File: config.mk
export PLATFORM = sky130hd
export DESIGN_NAME = regfile_write_demux
export DESIGN_NICKNAME = d
export VERILOG_FILES = /design/src/rtl/regfile_write_demux.sv
export SDC_FILE = /design/constraint.sdc
export NUM_CORES = 1
export LEC_CHECK = 0
export ABC_AREA = 1
export BUFFER_PORTS_ARGS = -buffer_cell sky130_fd_sc_hd__buf_2
export CAP_MARGIN = 20
export CORE_AREA = 5 5 216 218
export DETAILED_ROUTE_END_ITERATION = 16
export DIE_AREA = 0 0 221 223
export GPL_ROUTABILITY_DRIVEN = 0
export PLACE_DENSITY = 0.73
export SLEW_MARGIN = 20
export SYNTH_ARGS = -nofsm -noshare
export SYNTH_HDL_FRONTEND = slang
export SYNTH_SLANG_ARGS = --single-unit
File: constraint.sdc
create_clock -name clk -period 2.45 [get_ports clk]
set_clock_uncertainty 0.05 [all_clocks]
set_input_delay 0.245 -clock clk [delete_from_list [all_inputs] [get_ports clk]]
set_output_delay 0.245 -clock clk [all_outputs]
set_load 0.01 [all_outputs]
File: src/rtl/regfile_write_demux.sv
// Write side of the 16 x 32 register bank: 1-to-16 write demux, register storage and a clear-all sequencer.
// Define REGFILE_R0_ZERO_EN to hardwire register 0 to zero (writes to address 0 are accepted but discarded).
module regfile_write_demux #(
  parameter int WIDTH = 32,
  parameter int NREG  = 16,
  parameter int AW    = 4
) (
  input  logic                    clk,
  input  logic                    rst_n,
  input  logic                    wr_valid,
  output logic                    wr_ready,
  input  logic [AW-1:0]           wr_addr,
  input  logic [WIDTH-1:0]        wr_data,
  output logic [NREG-1:0]         wr_sel,
  output logic                    wr_done,
  input  logic                    clr_req,
  output logic                    busy,
  output logic [NREG*WIDTH-1:0]   q_flat
);

`ifdef REGFILE_R0_ZERO_EN
  localparam bit R0_ZERO = 1'b1;
`else
  localparam bit R0_ZERO = 1'b0;
`endif

  typedef enum logic {
    IDLE,
    CLEAR
  } state_t;

  state_t        state;
  logic [AW-1:0] clr_cnt;
  logic          wr_fire;

  // A pending clear request takes priority over a write in the same cycle.
  assign wr_ready = (state == IDLE) && !clr_req;
  assign wr_fire  = wr_valid && wr_ready;

  always_comb begin
    wr_sel = '0;
    wr_sel[wr_addr] = wr_fire;
  end

  always_ff @(posedge clk or negedge rst_n) begin
    if (!rst_n) begin
      state   <= IDLE;
      clr_cnt <= '0;
      busy    <= 1'b0;
      wr_done <= 1'b0;
    end else begin
      wr_done <= wr_fire;
      case (state)
        IDLE: begin
          if (clr_req) begin
            state   <= CLEAR;
            clr_cnt <= '0;
            busy    <= 1'b1;
          end
        end
        CLEAR: begin
          // Counter wraps to 0 on the same edge the sequencer returns to IDLE.
          clr_cnt <= clr_cnt + 1'b1;
          if (clr_cnt == AW'(NREG - 1)) begin
            state <= IDLE;
            busy  <= 1'b0;
          end
        end
        default: begin
          state <= IDLE;
          busy  <= 1'b0;
        end
      endcase
    end
  end

  for (genvar i = 0; i < NREG; i++) begin : g_reg
    logic [WIDTH-1:0] reg_q;

    if (R0_ZERO && (i == 0)) begin : g_zero
      assign reg_q = '0;
    end else begin : g_flop
      logic clr_hit;
      assign clr_hit = (state == CLEAR) && (clr_cnt == AW'(i));

      always_ff @(posedge clk or negedge rst_n) begin
        if (!rst_n) begin
          reg_q <= '0;
        end else if (clr_hit) begin
          reg_q <= '0;
        end else if (wr_sel[i]) begin
          reg_q <= wr_data;
        end
      end
    end

    assign q_flat[WIDTH*i +: WIDTH] = reg_q;
  end

endmodule

# After elaboration in Yosys (flattened, before gate mapping)
# Index checks and enable logic that the tools add are counted.
[op_classes] n_addsub=1 magnitude_cmp=2 n_eq_ne=17 n_mux=42 bitwise_logic=2 n_reduce_logical=38
[ops] cell="two-way mux 32 bit" n=32
[ops] cell="equality test 4 bit, second input constant" n=8
[ops] cell="nonzero test 2 bit" n=16
[ops] cell="logical AND 1 bit" n=19
[ops] cell="bitwise AND 16 bit" n=1
[ops] cell="equality test 4 x 3 -> 1 bit, second input constant" n=4
[ops] cell="equality test 4 x 2 -> 1 bit, second input constant" n=2
[ops] cell="case mux 4 bit (2 select lines)" n=1
[ops] cell="< comparator 4 x 5 -> 1 bit, second input constant" n=1
[ops] cell="two-way mux 1 bit" n=5
[ops] cell="adder 4 x 1 -> 4 bit, second input constant" n=1
[ops] cell="demux 1 bit (select 4 bit)" n=1
[ops] cell="equality test 4 x 1 -> 1 bit, second input constant" n=1
[ops] cell="greater-or-equal comparator 4 x 1 -> 1 bit, second input constant" n=1
[ops] cell="logical NOT 4 bit" n=1
[ops] cell="two-way mux 4 bit" n=1
[ops] cell="case mux 1 bit (2 select lines)" n=2
[ops] cell="!= test 2 x 1 -> 1 bit, second input constant" n=1
[ops] cell="!= test 2 bit, second input constant" n=1
[ops] cell="AND reduction 2 bit" n=1
[ops] cell="logical NOT 1 bit" n=1
[ops] cell="inverter 1 bit" n=1
[word_totals] regBits=519 inputBits=40 output_inout_bits=531 wordCells=122

# Longest topological paths before layout
# Gate-level depths: netlist of run 1.
[logic_depth] ltp_word=7 depth_mapped=10 mapped_depth_nobuf=7

# Worst setup path after synthesis of run 1
# Ideal clock, no wire load.
[synth_path] path_type="flip-flop to output port" startpoint="register state" endpoint="output port wr_sel[10]" t_arrival_ns=1.313 required_time_ns=2.155 path_slack_ns=0.842 path_stages_with_launch=9 path_buffers=3 path_cell_list="dfrtp_1 > buf_6 > inv_2 > nand2_1 > nor2_4 > buf_6 > nand2_4 > inv_2 > buf_6"
[synth_between] elab_chain_len=4
[synth_rtl] item="start: declaration" line="32" rtl="state_t state;"
[synth_rtl] item="start signal: assignment" line="47" rtl="state <= IDLE;"
[synth_rtl] item="start signal: assignment" line="56" rtl="state <= CLEAR;"
[synth_rtl] item="start signal: assignment" line="65" rtl="state <= IDLE;"
[synth_rtl] item="inverter 1 bit" line="37" rtl="assign wr_ready = (state == IDLE) && !clr_req;"
[synth_rtl] item="logical AND 1 bit" line="37"
[synth_rtl] item="logical AND 1 bit" line="38" rtl="assign wr_fire = wr_valid && wr_ready;"
[synth_rtl] item="net wr_fire" line="34" rtl="logic wr_fire;"
[synth_rtl] item="bitwise AND 16 bit (no source line)"
[synth_rtl] item="end: declaration" line="14" rtl="output logic [NREG-1:0] wr_sel,"
# The timed path passes the listed nets, and every way through them passes these cells.

# Final worst setup path of run 1
[layout_path] startpoint="register state" endpoint="output port wr_sel[13]"
[layout_between] elab_chain_len=4
[layout_rtl] item="inverter 1 bit" line="37"
[layout_rtl] item="logical AND 1 bit" line="37"
[layout_rtl] item="logical AND 1 bit" line="38"
[layout_rtl] item="bitwise AND 16 bit (no source line)"
# Every way passes these cells.

==> results of run 1 <==
## placed cells by master (no fill, tap or decap), types with 2 or more instances in the layout
master / count
nor2_4: 2
buf_6: 3
inv_2: 5
inv_1: 19
clkbuf_8: 16
clkbuf_16: 52
clkinvlp_4: 3
buf_12: 13
buf_8: 2
buf_4: 72
ha_1: 4
dlygate4sd3_1: 2
diode_2: 4
inv_4: 4
o21ai_0: 4
nor2_1: 23
clkinv_2: 7
inv_6: 5
nand2_4: 8
buf_2: 569
nand2_1: 1066
bufinv_16: 7
dfrtp_1: 518
clkbuf_1: 7
nand3_1: 514
## cell type report
type                    instances  area share [%]
diodes                          4          0.0380
clock buffers                  75            5.88
clock inverters                18            1.10
inverters                      34           0.627
multi-input cells            1623            26.0
flip-flops and latches        519            49.3
well taps                     600            2.85
repair buffers                661            14.2
## where the power goes
part	total, mW	switching [mW]	internal, mW
Combinational	3.47	2.52	0.949
Clock	8.48	3.37	5.11
Sequential	9.68	0.448	9.23
## flip-flops by register name (all words and copies together) (netlist names)
register and flops:
busy 1, clr_cnt 4, g.reg_q 512, state 1
wr_done 1
## cell usage after synthesis, types with 4 or more instances
| master | number |
|---|---|
| buf_2 | 51 |
| inv_2 | 9 |
| ha_1 | 4 |
| nor2_1 | 24 |
| buf_1 | 48 |
| inv_1 | 25 |
| nand2_4 | 8 |
| nand2_1 | 1066 |
| dfrtp_1 | 519 |
| buf_6 | 26 |
| nand3_1 | 514 |
| clkbuf_1 | 85 |
| o21ai_0 | 4 |
## worst min-delay path, delay by kind of cell
| family | cells | cell delay, ps |
|---|---|---|
| buffers and inverters | 1 | 260 |
| and+or+nand+nor | 2 | 180 |
## cells by family after synthesis
group	count (synthesis)	share of synthesized area, %
fa+ha+maj	4	0.238
simple gates	1614	32.2
buf+inv	244	5.59
compound gates	5	0.119
flops	519	61.8
## routing by layer
layer	vias up	track usage (%)	wire length [um]
li1	8555	-	-
met1	9572	41.1	30100
met2	1263	51.4	38100
met3	212	10.1	9420
met4	6	11.1	3410
met5	-	0	48
## repair_timing
item / CTS / global route
setup buffers: 5 / 9
hold endpoints to repair: 54 / 0
setup endpoints to repair: 15 / 15
pin swaps: 1 / 1
hold buffers: 2 / 0
gates resized for setup: 8 / 17
## final timing paths
| kind | from | endpoint | slack, ps |
|---|---|---|---|
| setup / recovery | state | wr_sel[13] | 110 |
| setup reg to reg | state | g_reg[1].reg_q[22] | 580 |
| max in group asynchronous | rst_n | g_reg[11].reg_q[24] | 1270 |
| hold reg to reg | g_reg[1].reg_q[28] | g_reg[1].reg_q[28] | 440 |
| min in group asynchronous | rst_n | g_reg[0].reg_q[25] | 190 |
| hold / removal | wr_data[8] | g_reg[0].reg_q[8] | 70 |
## stage by stage
step,hold slack [ps],instances,setup TNS (ps)
after floorplan,-101,2386,0
after global placement,223,3421,0
after detailed placement,218,3421,0
after CTS,33.0,3521,0
after global routing,54.5,3531,-22.4
final,74.4,3534,0
==> results.txt, run 1 <==
Buffers on Ports: 570
Final Max Slew Viols: 0
Sequential share of the synthesized area: 61.8%
Final Power: 21.6 mW
WP data arrival: 2050 ps
Status: finished clean
Post-synthesis instance area: 21000 um2
DRC viols: 0
Async SR Flop Fraction: 100%
Yosys top cell area share: 61.8%
Clock buffer depth: 3
Max rail drop VDD: 0.000539 V
Stages on worst setup path: 8
Post-synthesis cell count: 2386
Critical Path RT: 2150 ps
Antenna Nets Post-Route: 0
Largest net degree at the start of global routing: 70
CTS tree: yes
Latest clock arrival within the worst-skew pair: 600 ps
Layout cells sized above 1: 26.3%
Worst-path clk slew: 60 ps
Crit path max-delay family: buffers and inverters
Final Cell Area: 26300 um2
WS Path Type: reg2out
RSZ-0062 raised after global routing: yes
Starting Density: 47.0%
DP Worst Slack: 350 ps
Maxcap violations: 0
Critical-path cell list: inv_2 > nand2_1 > nor2_4 > buf_4 > buf_6 > nand2_4 > inv_4 > buf_2
Core area: 44700 um2
Die width: 221 um
Synth area leader: dfrtp_1
#FFs+latches synth: 519
Fmax: 427 MHz
Rows: 78
All-Layer GR Usage: 31.9%
Hold crit path type: in2reg
Fill cells: 3943
Pwr Density: 821 nW/um2
Initial DRC count: 2125
Lkg Pwr: 16.5 nW
Syn_area_per_cell: 8.81 um2
R2R depth: 9
First drt pass iteration count: 6
Drt total wl: 81100 um
Slowest CP cell: dfrtp_2
Yosys cell types: 16
Worst path max stage delay: 460 ps
Worst setup SP type: register
Area contributors post-synth: dfrtp_1 (62%), nand2_1 (19%), nand3_1 (12%), clkbuf_1 (1.5%), buf_6 (1.4%)
Detailed-route wire length per cell: 23.0 um
Register area: 13000 um2
Layout Utilization: 58.9%
Initial antenna violation count: 4
Crit end category: primary output
Worst Tran Pin Value: 775 ps
Most used DFF post-synth: dfrtp_1
Nets: 2934
Final Hold Violating Endpoints: 0
CTS buffer count: 51
Setup violations, final: 0
Critical Path Fanout Max: 12
Placed instance area: 24300 um2
DP Wirelength: 55800 um
Via density: 5.55
Synth warn: 0
Vias in the first global route: 19000
Hold path cells: 3
Period utilization: 95.6%
Multi-input logic area: 6850 um2
EDFF count, synth: 0
Slew headroom: 48.3%
Bufs and invs on worst path: 5
Global-route wire length before repair: 121000 um
Clk sinks: 519
Post-Syn Nets: 2430
Global route overflow: 0
Vias: 19600
Full die area: 49300 um2
I/O pins: 571
Final min period: 2340 ps
Syn-to-layout area delta: 25.4%
Setup slack after layout: 107 ps
Die H: 223 um
H-tree levels: 2
CTS root buf: clkbuf_16
No activity file was read; power rests on OpenSTA's default activity.
==> run 2: changes to the inputs <==
--- a/config.mk
+++ b/config.mk
@@ -12,6 +12,7 @@
 export DETAILED_ROUTE_END_ITERATION = 16
 export DIE_AREA = 0 0 221 223
 export GPL_ROUTABILITY_DRIVEN = 0
+export MAX_ROUTING_LAYER = met4
 export PLACE_DENSITY = 0.73
 export SLEW_MARGIN = 20
 export SYNTH_ARGS = -nofsm -noshare
==> run 2 against run 1 <==
First-iteration DRC count is 7.5% lower. Final cell count hardly changed. Sequential power hardly changed. Register-to-register slack hardly changed. Clock-buffer cell count stayed put. Wire length is 0.39% higher. Non-clock buffer count stayed put. Sequential share of layout area hardly changed. Maximum frequency hardly changed.
==> results.txt, run 2 (synthesis results as in run 1) <==
Final Power: 21.6 mW (about the same)
H-tree levels: 2 (unchanged)
Worst setup SP type: register
Hold crit path type: in2reg
Worst Tran Pin Value: 801 ps (+26.1 ps)
Syn-to-layout area delta: 25.4% (about the same)
CTS root buf: clkbuf_16
Status: finished clean
Critical Path Fanout Max: 12 (unchanged)
Top flop regs: g.reg_q (512), clr_cnt (4)
CTS buffer count: 51 (unchanged)
RSZ-0062 raised after global routing: yes
WS Path Type: reg2out
Period utilization: 95.7% (about the same)
Nets: 2934 (unchanged)
DRC viols: 0 (unchanged)
Starting Density: 47.0% (unchanged)
Most common cell after layout, fill and taps aside: nand2_1
Die H: 223 um (unchanged)
Crit end category: primary output
Fmax: 426 MHz (about the same)
WP data arrival: 2050 ps (about the same)
Full die area: 49300 um2 (unchanged)
Fin Hold WS: 68.9 ps (-5.55 ps)
Antenna Nets Post-Route: 0 (unchanged)
Critical Path RT: 2150 ps (about the same)
Register name with the most flops: g.reg_q
Global-route wire length before repair: 121000 um (about the same)
Layout cells sized above 1: 26.3% (unchanged)
Worst-path clk slew: 60 ps (about the same)
Most frequent cells in the layout: nand2_1 (1066), buf_2 (569), dfrtp_1 (518)
Slew headroom: 46.6% (-1.7 points)
Die width: 221 um (unchanged)
Global route overflow: 0 (unchanged)
Final Hold Violating Endpoints: 0 (unchanged)
Clk sinks: 519 (unchanged)
Lkg Pwr: 16.5 nW (unchanged)
Fill cells: 3944 (+0.025%)
Final min period: 2340 ps (+1.87 ps)
Initial antenna violation count: 4 (unchanged)
Vias in the first global route: 19000 (+0.11%)
All-Layer GR Usage: 32.8% (+0.97 points)
Via density: 5.57 (+0.31%)
CTS tree: yes
Max rail drop VDD: 0.000535 V (-0.70%)
Buffers on Ports: 570 (unchanged)
Max reg flops: 512 (unchanged)
Pwr Density: 821 nW/um2 (about the same)
Rows: 78 (unchanged)
Initial DRC count: 1966 (-7.5%)
Drt total wl: 81400 um (+0.39%)
Final Max Slew Viols: 0 (unchanged)
Clock buffer depth: 3 (unchanged)
I/O pins: 571 (unchanged)
Setup violations, final: 0 (unchanged)
DP Wirelength: 55800 um (unchanged)
Latest clock arrival within the worst-skew pair: 600 ps (about the same)
Vias: 19700 (+0.36%)
Core area: 44700 um2 (unchanged)
Largest net degree at the start of global routing: 70 (unchanged)
Detailed-route wire length per cell: 23.0 um (+0.34%)
Maxcap violations: 0 (unchanged)
First drt pass iteration count: 8 (+2)
==> run 2: worst max-delay path, stage by stage, from the launching register on <==
cell and delay [ps]:
dfrtp_2 460, inv_2 90, nand2_1 90, nor2_4 130
buf_4 140, buf_6 150, nand2_4 70, inv_4 160
buf_2 160
==> run 2: metal layers <==
layer,vias to the layer above,track usage [%],share of wire [%]
li1,8550,-,-
met1,9573,41.3,37
met2,1316,51.4,47
met3,240,9.96,12
met4,0,11.0,4.4
met5,-,-,0
==> run 2: final cells by class <==
class                           instances  area [um2]  area share, %
Clock buffer                           75        1550           5.88
Sequential cell                       519       13000           49.3
Antenna cell                            6        15.0         0.0570
Tap cell                              600         751           2.85
Clock inverter                         18         289           1.10
Multi-Input combinational cell       1623        6850           26.0
Inverter                               34         165          0.627
Timing Repair Buffer                  661        3730           14.2
==> run 2: final timing paths <==
check / from / endpoint / slack [ps] / cells after the start
min: wr_data[8] / g_reg[0].reg_q[8] / 70 / 3
min in group asynchronous: rst_n / g_reg[0].reg_q[25] / 190 / 2
max in group asynchronous: rst_n / g_reg[11].reg_q[24] / 1260 / 4
max: state / wr_sel[13] / 110 / 8
max reg2reg: state / g_reg[1].reg_q[22] / 570 / 9
min reg2reg: g_reg[1].reg_q[28] / g_reg[1].reg_q[28] / 440 / 2
==> run 2: metrics by stage <==
step                      cells  setup TNS, ps  cell area (um2)  setup slack [ps]  util [%]
after detailed placement   3421              0            24300               350      54.4
final                      3536              0            26300               105      58.9
after CTS                  3521              0            26200              5.75      58.7
after global routing       3534          -23.4            26300             -9.71      58.9
after global placement     3421              0            24300               377      54.4
after floorplan            2386              0            21000               842         -
==> run 2: timing repair <==
item | CTS | global route
setup buffers | 5 | 9
endpoints found under the hold margin | 54 | 0
hold buffers | 2 | 0
pin swaps | 1 | 1
endpoints found under the setup margin | 15 | 15
gates resized for setup | 8 | 17
==> run 2: where the power goes <==
group / switching [mW] / internal [mW] / leakage [nW]
registers: 0.447 / 9.23 / 7.22
logic: 2.52 / 0.949 / 8.37
clock network: 3.37 / 5.11 / 0.908
total: 6.34 / 15.3 / 16.5
